## src/rtl/seg7_scan_driver_if.sv

```systemverilog
// Digit-capture inputs and multiplexed 7-segment display outputs of seg7_scan_driver.
interface seg7_scan_driver_if #(
    parameter int unsigned NUM_DIGITS = 4
);
    logic                  digit_valid;
    logic [3:0]            digit_in;
    logic                  hold;
    logic [6:0]            segments;
    logic                  dp;
    logic [NUM_DIGITS-1:0] digit_sel;

    modport master (
        output digit_valid, digit_in, hold,
        input  segments, dp, digit_sel
    );

    modport slave (
        input  digit_valid, digit_in, hold,
        output segments, dp, digit_sel
    );
endinterface

```

## src/rtl/seg7_scan_driver.sv

```systemverilog
// Keeps a shift-register history of incoming digits and time-multiplexes it onto a
// common-cathode 7-segment display, with inter-digit blanking and a newest-digit marker.
module seg7_scan_driver #(
    parameter int unsigned NUM_DIGITS   = 4,
    parameter int unsigned SCAN_DIV     = 8,
    parameter int unsigned BLANK_CYCLES = 1
) (
    input  logic                clk,
    input  logic                reset_n,
    seg7_scan_driver_if.slave   bus
);
    localparam int unsigned PHASE_W = (SCAN_DIV   > 1) ? $clog2(SCAN_DIV)   : 1;
    localparam int unsigned SLOT_W  = (NUM_DIGITS > 1) ? $clog2(NUM_DIGITS) : 1;

    logic [3:0]            hist_q [NUM_DIGITS];
    logic [3:0]            hist_d [NUM_DIGITS];
    logic                  seen_q, seen_d;
    logic [PHASE_W-1:0]    phase_q, phase_d;
    logic [SLOT_W-1:0]     slot_q, slot_d;
    logic [6:0]            segments_q, segments_d;
    logic                  dp_q, dp_d;
    logic [NUM_DIGITS-1:0] digit_sel_q, digit_sel_d;

    logic [3:0]            cur_digit;
    logic                  in_blank;

    function automatic logic [6:0] decode(input logic [3:0] d);
        logic [6:0] s;
        case (d)
            4'd0:    s = 7'h3F;
            4'd1:    s = 7'h06;
            4'd2:    s = 7'h5B;
            4'd3:    s = 7'h4F;
            4'd4:    s = 7'h66;
            4'd5:    s = 7'h6D;
            4'd6:    s = 7'h7D;
            4'd7:    s = 7'h07;
            4'd8:    s = 7'h7F;
            4'd9:    s = 7'h6F;
            default: s = 7'h00;
        endcase
        return s;
    endfunction

    // History capture: newest digit enters slot 0, oldest falls off the end.
    always_comb begin
        hist_d = hist_q;
        seen_d = seen_q;
        if (bus.digit_valid && !bus.hold) begin
            hist_d[0] = bus.digit_in;
            for (int i = 1; i < int'(NUM_DIGITS); i++) begin
                hist_d[i] = hist_q[i-1];
            end
            seen_d = 1'b1;
        end
    end

    // Scan counters: phase within a slot, slot within a frame.
    always_comb begin
        phase_d = phase_q + PHASE_W'(1);
        slot_d  = slot_q;
        if (phase_q == PHASE_W'(SCAN_DIV - 1)) begin
            phase_d = '0;
            slot_d  = (slot_q == SLOT_W'(NUM_DIGITS - 1)) ? '0 : slot_q + SLOT_W'(1);
        end
    end

    assign cur_digit = hist_q[slot_q];
    assign in_blank  = (phase_q < PHASE_W'(BLANK_CYCLES));

    // Display outputs, one cycle behind the scan counters.
    always_comb begin
        digit_sel_d = '0;
        segments_d  = 7'h00;
        dp_d        = 1'b0;
        if (!in_blank) begin
            digit_sel_d = NUM_DIGITS'(1) << slot_q;
            dp_d        = (slot_q == '0) && seen_q;
            if (cur_digit <= 4'd9) begin
                segments_d = decode(cur_digit);
            end
        end
    end

    always_ff @(posedge clk or negedge reset_n) begin
        if (!reset_n) begin
            for (int i = 0; i < int'(NUM_DIGITS); i++) begin
                hist_q[i] <= 4'hF;
            end
            seen_q      <= 1'b0;
            phase_q     <= '0;
            slot_q      <= '0;
            segments_q  <= 7'h00;
            dp_q        <= 1'b0;
            digit_sel_q <= '0;
        end else begin
            hist_q      <= hist_d;
            seen_q      <= seen_d;
            phase_q     <= phase_d;
            slot_q      <= slot_d;
            segments_q  <= segments_d;
            dp_q        <= dp_d;
            digit_sel_q <= digit_sel_d;
        end
    end

    assign bus.segments  = segments_q;
    assign bus.dp        = dp_q;
    assign bus.digit_sel = digit_sel_q;
endmodule
```

## src/flat_wrapper.sv

```systemverilog
// flat-port wrapper written by rule: the top's interface ports become plain ports
module seg7_scan_driver_flat 
#(
    parameter int unsigned NUM_DIGITS   = 4,
    parameter int unsigned SCAN_DIV     = 8,
    parameter int unsigned BLANK_CYCLES = 1
)
  (clk, reset_n, bus_digit_valid, bus_digit_in, bus_hold, bus_segments, bus_dp, bus_digit_sel);
  seg7_scan_driver_if #(.NUM_DIGITS(NUM_DIGITS)) bus_i ();
  input  logic clk;
  input  logic reset_n;
  input wire logic [$bits(bus_i.digit_valid)-1:0] bus_digit_valid;
  input wire logic [$bits(bus_i.digit_in)-1:0] bus_digit_in;
  input wire logic [$bits(bus_i.hold)-1:0] bus_hold;
  output wire logic [$bits(bus_i.segments)-1:0] bus_segments;
  output wire logic [$bits(bus_i.dp)-1:0] bus_dp;
  output wire logic [$bits(bus_i.digit_sel)-1:0] bus_digit_sel;
  assign bus_i.digit_valid = bus_digit_valid;
  assign bus_i.digit_in = bus_digit_in;
  assign bus_i.hold = bus_hold;
  assign bus_segments = bus_i.segments;
  assign bus_dp = bus_i.dp;
  assign bus_digit_sel = bus_i.digit_sel;
  seg7_scan_driver #(.NUM_DIGITS(NUM_DIGITS), .SCAN_DIV(SCAN_DIV), .BLANK_CYCLES(BLANK_CYCLES)) u_core (.clk(clk), .reset_n(reset_n), .bus(bus_i));
endmodule
```

## config.mk

```make
export PLATFORM = sky130hd
export DESIGN_NAME = seg7_scan_driver_flat
export DESIGN_NICKNAME = d
export VERILOG_FILES = /design/src/rtl/seg7_scan_driver_if.sv /design/src/rtl/seg7_scan_driver.sv /design/src/flat_wrapper.sv
export SDC_FILE = /design/constraint.sdc
export NUM_CORES = 1
export LEC_CHECK = 0
export ABC_AREA = 1
export BUFFER_PORTS_ARGS = -buffer_cell sky130_fd_sc_hd__buf_4
export CAP_MARGIN = 20
export CORE_MARGIN = 2
export CORE_UTILIZATION = 40
export DETAILED_ROUTE_END_ITERATION = 8
export PLACE_DENSITY = 0.67
export SLEW_MARGIN = 20
export SYNTH_ARGS = -nofsm -noshare
export SYNTH_HDL_FRONTEND = slang
export SYNTH_SLANG_ARGS = --single-unit
```

## constraint.sdc

```tcl
create_clock -name clk -period 3.9 [get_ports clk]
set_clock_uncertainty 0.1 [all_clocks]
set_input_delay 0.195 -clock clk [delete_from_list [all_inputs] [get_ports clk]]
set_output_delay 0.195 -clock clk [all_outputs]
set_load 0.01 [all_outputs]
```

==> results.yml <==
run_status:
  status: "completed"
critical_path:
  crit_end: "u_core.bus.segments[1]$_DFF_PN0_"
  cp_common_cell: "nand2_1"
  crit_path_max_incr_delay_ps: 540
  rr_endpoint: "u_core.bus.segments[1]$_DFF_PN0_"
  crit_required_ps: 3960
  worstSetupPathDepth: 11
  cp-end-kind: "register"
  crit_chain: "inv_2 > nand2_1 > nand3_1 > nand2_1 > inv_1 > ha_1 > or2_2 > nand2_1 > nand2_2 > nand3_4 > nor2_1"
  critPathBufInv: 2
  timing.rr.start: "u_core.slot_q[0]$_DFFE_PN0P_"
  r2r_slack_ps: 1750
  reg2regPathDepth: 11
  path_class: "reg2reg"
  crit_arrival_ps: 2210
  crit_path_max_fanout: 12
  crit_family: "simple AND/OR/NAND/NOR gates"
  crit_start: "u_core.slot_q[0]$_DFFE_PN0P_"
  worstSetupStartpointType: "register"
  slowest_stage: "dfrtp_1"
sta:
  whs_ps: 43.5
  fmax_mhz: 465
  fin_crit_sh: 0.551
  max_slew.worst_pin.slew_ps: 680
  drv_slew: 0
  hold_violations: 0
  setup_viol: 0
  fin_crit_ps: 2150
  rsz0062_at_grt: "false"
  finalSetupTns_ps: 0
  relSlewSlack: 0.545
synthesis:
  ys_seq_elements: 34
  syn_area_um2: 1640
  postSynthAreaPerCell_um2: 10.4
  syn_nets: 176
  yosysWarnings: 0
  synth-seq-area-share: 0.532
  syn_inst: 157
  synth.distinct_cells: 18
floorplan:
  initial_core_util: 0.412
  ios: 20
  dieArea_um2: 4620
  die_h_um: 68.0
  std_cell_rows: 23
  die_x_um: 68.0
  core-area_um2: 3970
cells_and_area:
  fin_nets: 200
  drive_gt1_frac: 0.379
  final_cell_mix: "nand2_1, nor2_1, buf_4"
  syn_to_final_growth_pct: 17.0
  layout_commonest_cell: "nand2_1"
  n_antenna_cell: 0
global_routing:
  grt_max_degree: 35
  grt_pass1_wl_mm: 4.51
  antenna_found_initial: 0
  grt_pass1_vias: 1039
  track_usage: 0.133
  overflow: 0
detailed_routing:
  route.detailed.drc: 0
  drt_iter0_markers: 38
  wl_per_cell_um: 10.8
  finalWirelength_mm: 2.52
  vias_per_cell: 4.62
  first_pass_iters: 4
  dr_total_vias: 1072
  drtAntennaViolNets: 0
cts:
  cts_root_buffer: "clkbuf_8"
  clkSlewWorstSetupHoldPaths_ps: 60
  clk_latency_ps: 280
  cts_tree: "yes"
  cts_sinks: 34
  h-tree-depth: 2
  clockBufferDepth: 2
  cts_resized: 0
  cts_buffers: 5
placement:
  dp_hpwl_mm: 1.90
  port_buffers: 19
  routabilityCongestion: 0.832
job:
  cap_violations: 0
power:
  peakVddDrop_mv: 0.285
  p_total_uw: 977
  p_leak_nw: 0.982
  powerDensity_nw_per_um2: 510
worst_hold_path:
  hold_class: "in2reg"
## registers in the layout (all words and copies together), names as in the netlist
signal                cells
u_core.phase_q            3
u_core.bus.dp             1
u_core.hist_q            16
u_core.bus.digit_sel      4
u_core.slot_q             2
u_core.bus.segments       7
u_core.seen_q             1
## worst reg2reg max path, cell delays in order (launching register included)
cell,delay [ps]
dfrtp_1,540
inv_2,190
nand2_1,90
nand3_1,70
nand2_1,170
inv_1,80
ha_1,200
or2_2,290
nand2_1,80
nand2_2,70
nand3_4,100
nor2_1,50
## synth_stat cells
library cell / count / share of area
nand3_1: 11 / 0.034
ha_1: 11 / 0.084
inv_2: 3 / 0.0069
mux2_2: 16 / 0.11
dfstp_2: 16 / 0.26
inv_1: 14 / 0.032
buf_2: 1 / 0.0031
buf_6: 2 / 0.014
a21oi_1: 1 / 0.0031
or2_2: 1 / 0.0038
nand3_4: 2 / 0.021
nor3_1: 1 / 0.0031
nand2_4: 2 / 0.014
nand2_1: 30 / 0.069
nand2_2: 3 / 0.011
dfrtp_1: 18 / 0.28
nor2_1: 23 / 0.053
o21ai_0: 2 / 0.0061
## worst min path at each step
stage / startpoint / to / slack (ps) / cells after the start
6_report: bus_digit_in[1] / u_core.hist_q[13]$_DFFE_PN1P_ / 40 / 2
5_1_grt: bus_digit_in[1] / u_core.hist_q[13]$_DFFE_PN1P_ / 40 / 2
4_1_cts: bus_digit_in[1] / u_core.hist_q[13]$_DFFE_PN1P_ / 40 / 2
3_5_place_dp: reset_n / u_core.phase_q[1]$_DFF_PN0_ / 60 / 1
3_3_place_gp: reset_n / u_core.phase_q[2]$_DFF_PN0_ / 50 / 1
2_1_floorplan: reset_n / u_core.bus.digit_sel[0]$_DFF_PN0_ / -200 / 0
## logic make-up (layout without fill, tap and decap cells)
logic type,Yosys count,in the layout,synth area share
buffers and inverters,20,45,0.0558
adder cells (fa/ha/maj),11,11,0.0841
multiplexers,16,16,0.110
AND/OR/NAND/NOR,73,73,0.209
AO/OA/AOI/OAI,3,3,0.00917
flip-flops,34,34,0.532
## final cells by class
cell class / count / area [um^2]
Clock buffer: 7 / 86.3
Inverter: 17 / 63.8
Sequential cell: 34 / 871
Clock inverter: 1 / 5.00
Multi-Input combinational cell: 103 / 674
Timing Repair Buffer: 20 / 153
Fill cell: 356 / 2060
Tap cell: 50 / 62.6
## metrics by stage
| stage | instance area [um^2] | std cells | utilization | setup WS, ps |
|---|---|---|---|---|
| global placement | 1810 | 223 | 0.457 | 1860 |
| global route | 1920 | 232 | 0.482 | 1540 |
| floorplan | 1640 | 157 | - | 1960 |
| finish | 1920 | 232 | 0.482 | 1750 |
| CTS | 1920 | 232 | 0.482 | 1740 |
| detailed placement | 1810 | 223 | 0.457 | 1750 |
## per-layer routing
| layer | global-route usage | up-vias | wire length, um |
|---|---|---|---|
| met5 | 0 | - | 0 |
| met4 | 0.0600 | 0 | 48 |
| met3 | 0.0444 | 8 | 163 |
| met2 | 0.211 | 29 | 1160 |
| met1 | 0.164 | 497 | 1150 |
| li1 | - | 538 | - |
## where the power goes
group / switching, mW / leakage [nW] / internal [mW] / total, mW
registers: 0.0341 / 0.407 / 0.441 / 0.475
logic: 0.137 / 0.527 / 0.110 / 0.248
clock network: 0.112 / 0.0482 / 0.142 / 0.254
## what timing repair did
item	in CTS	in global routing
setup buffers	0	0
endpoints found under the hold margin	18	0
hold buffers	1	0
Note: power is estimated with default switching activity, not from simulation.
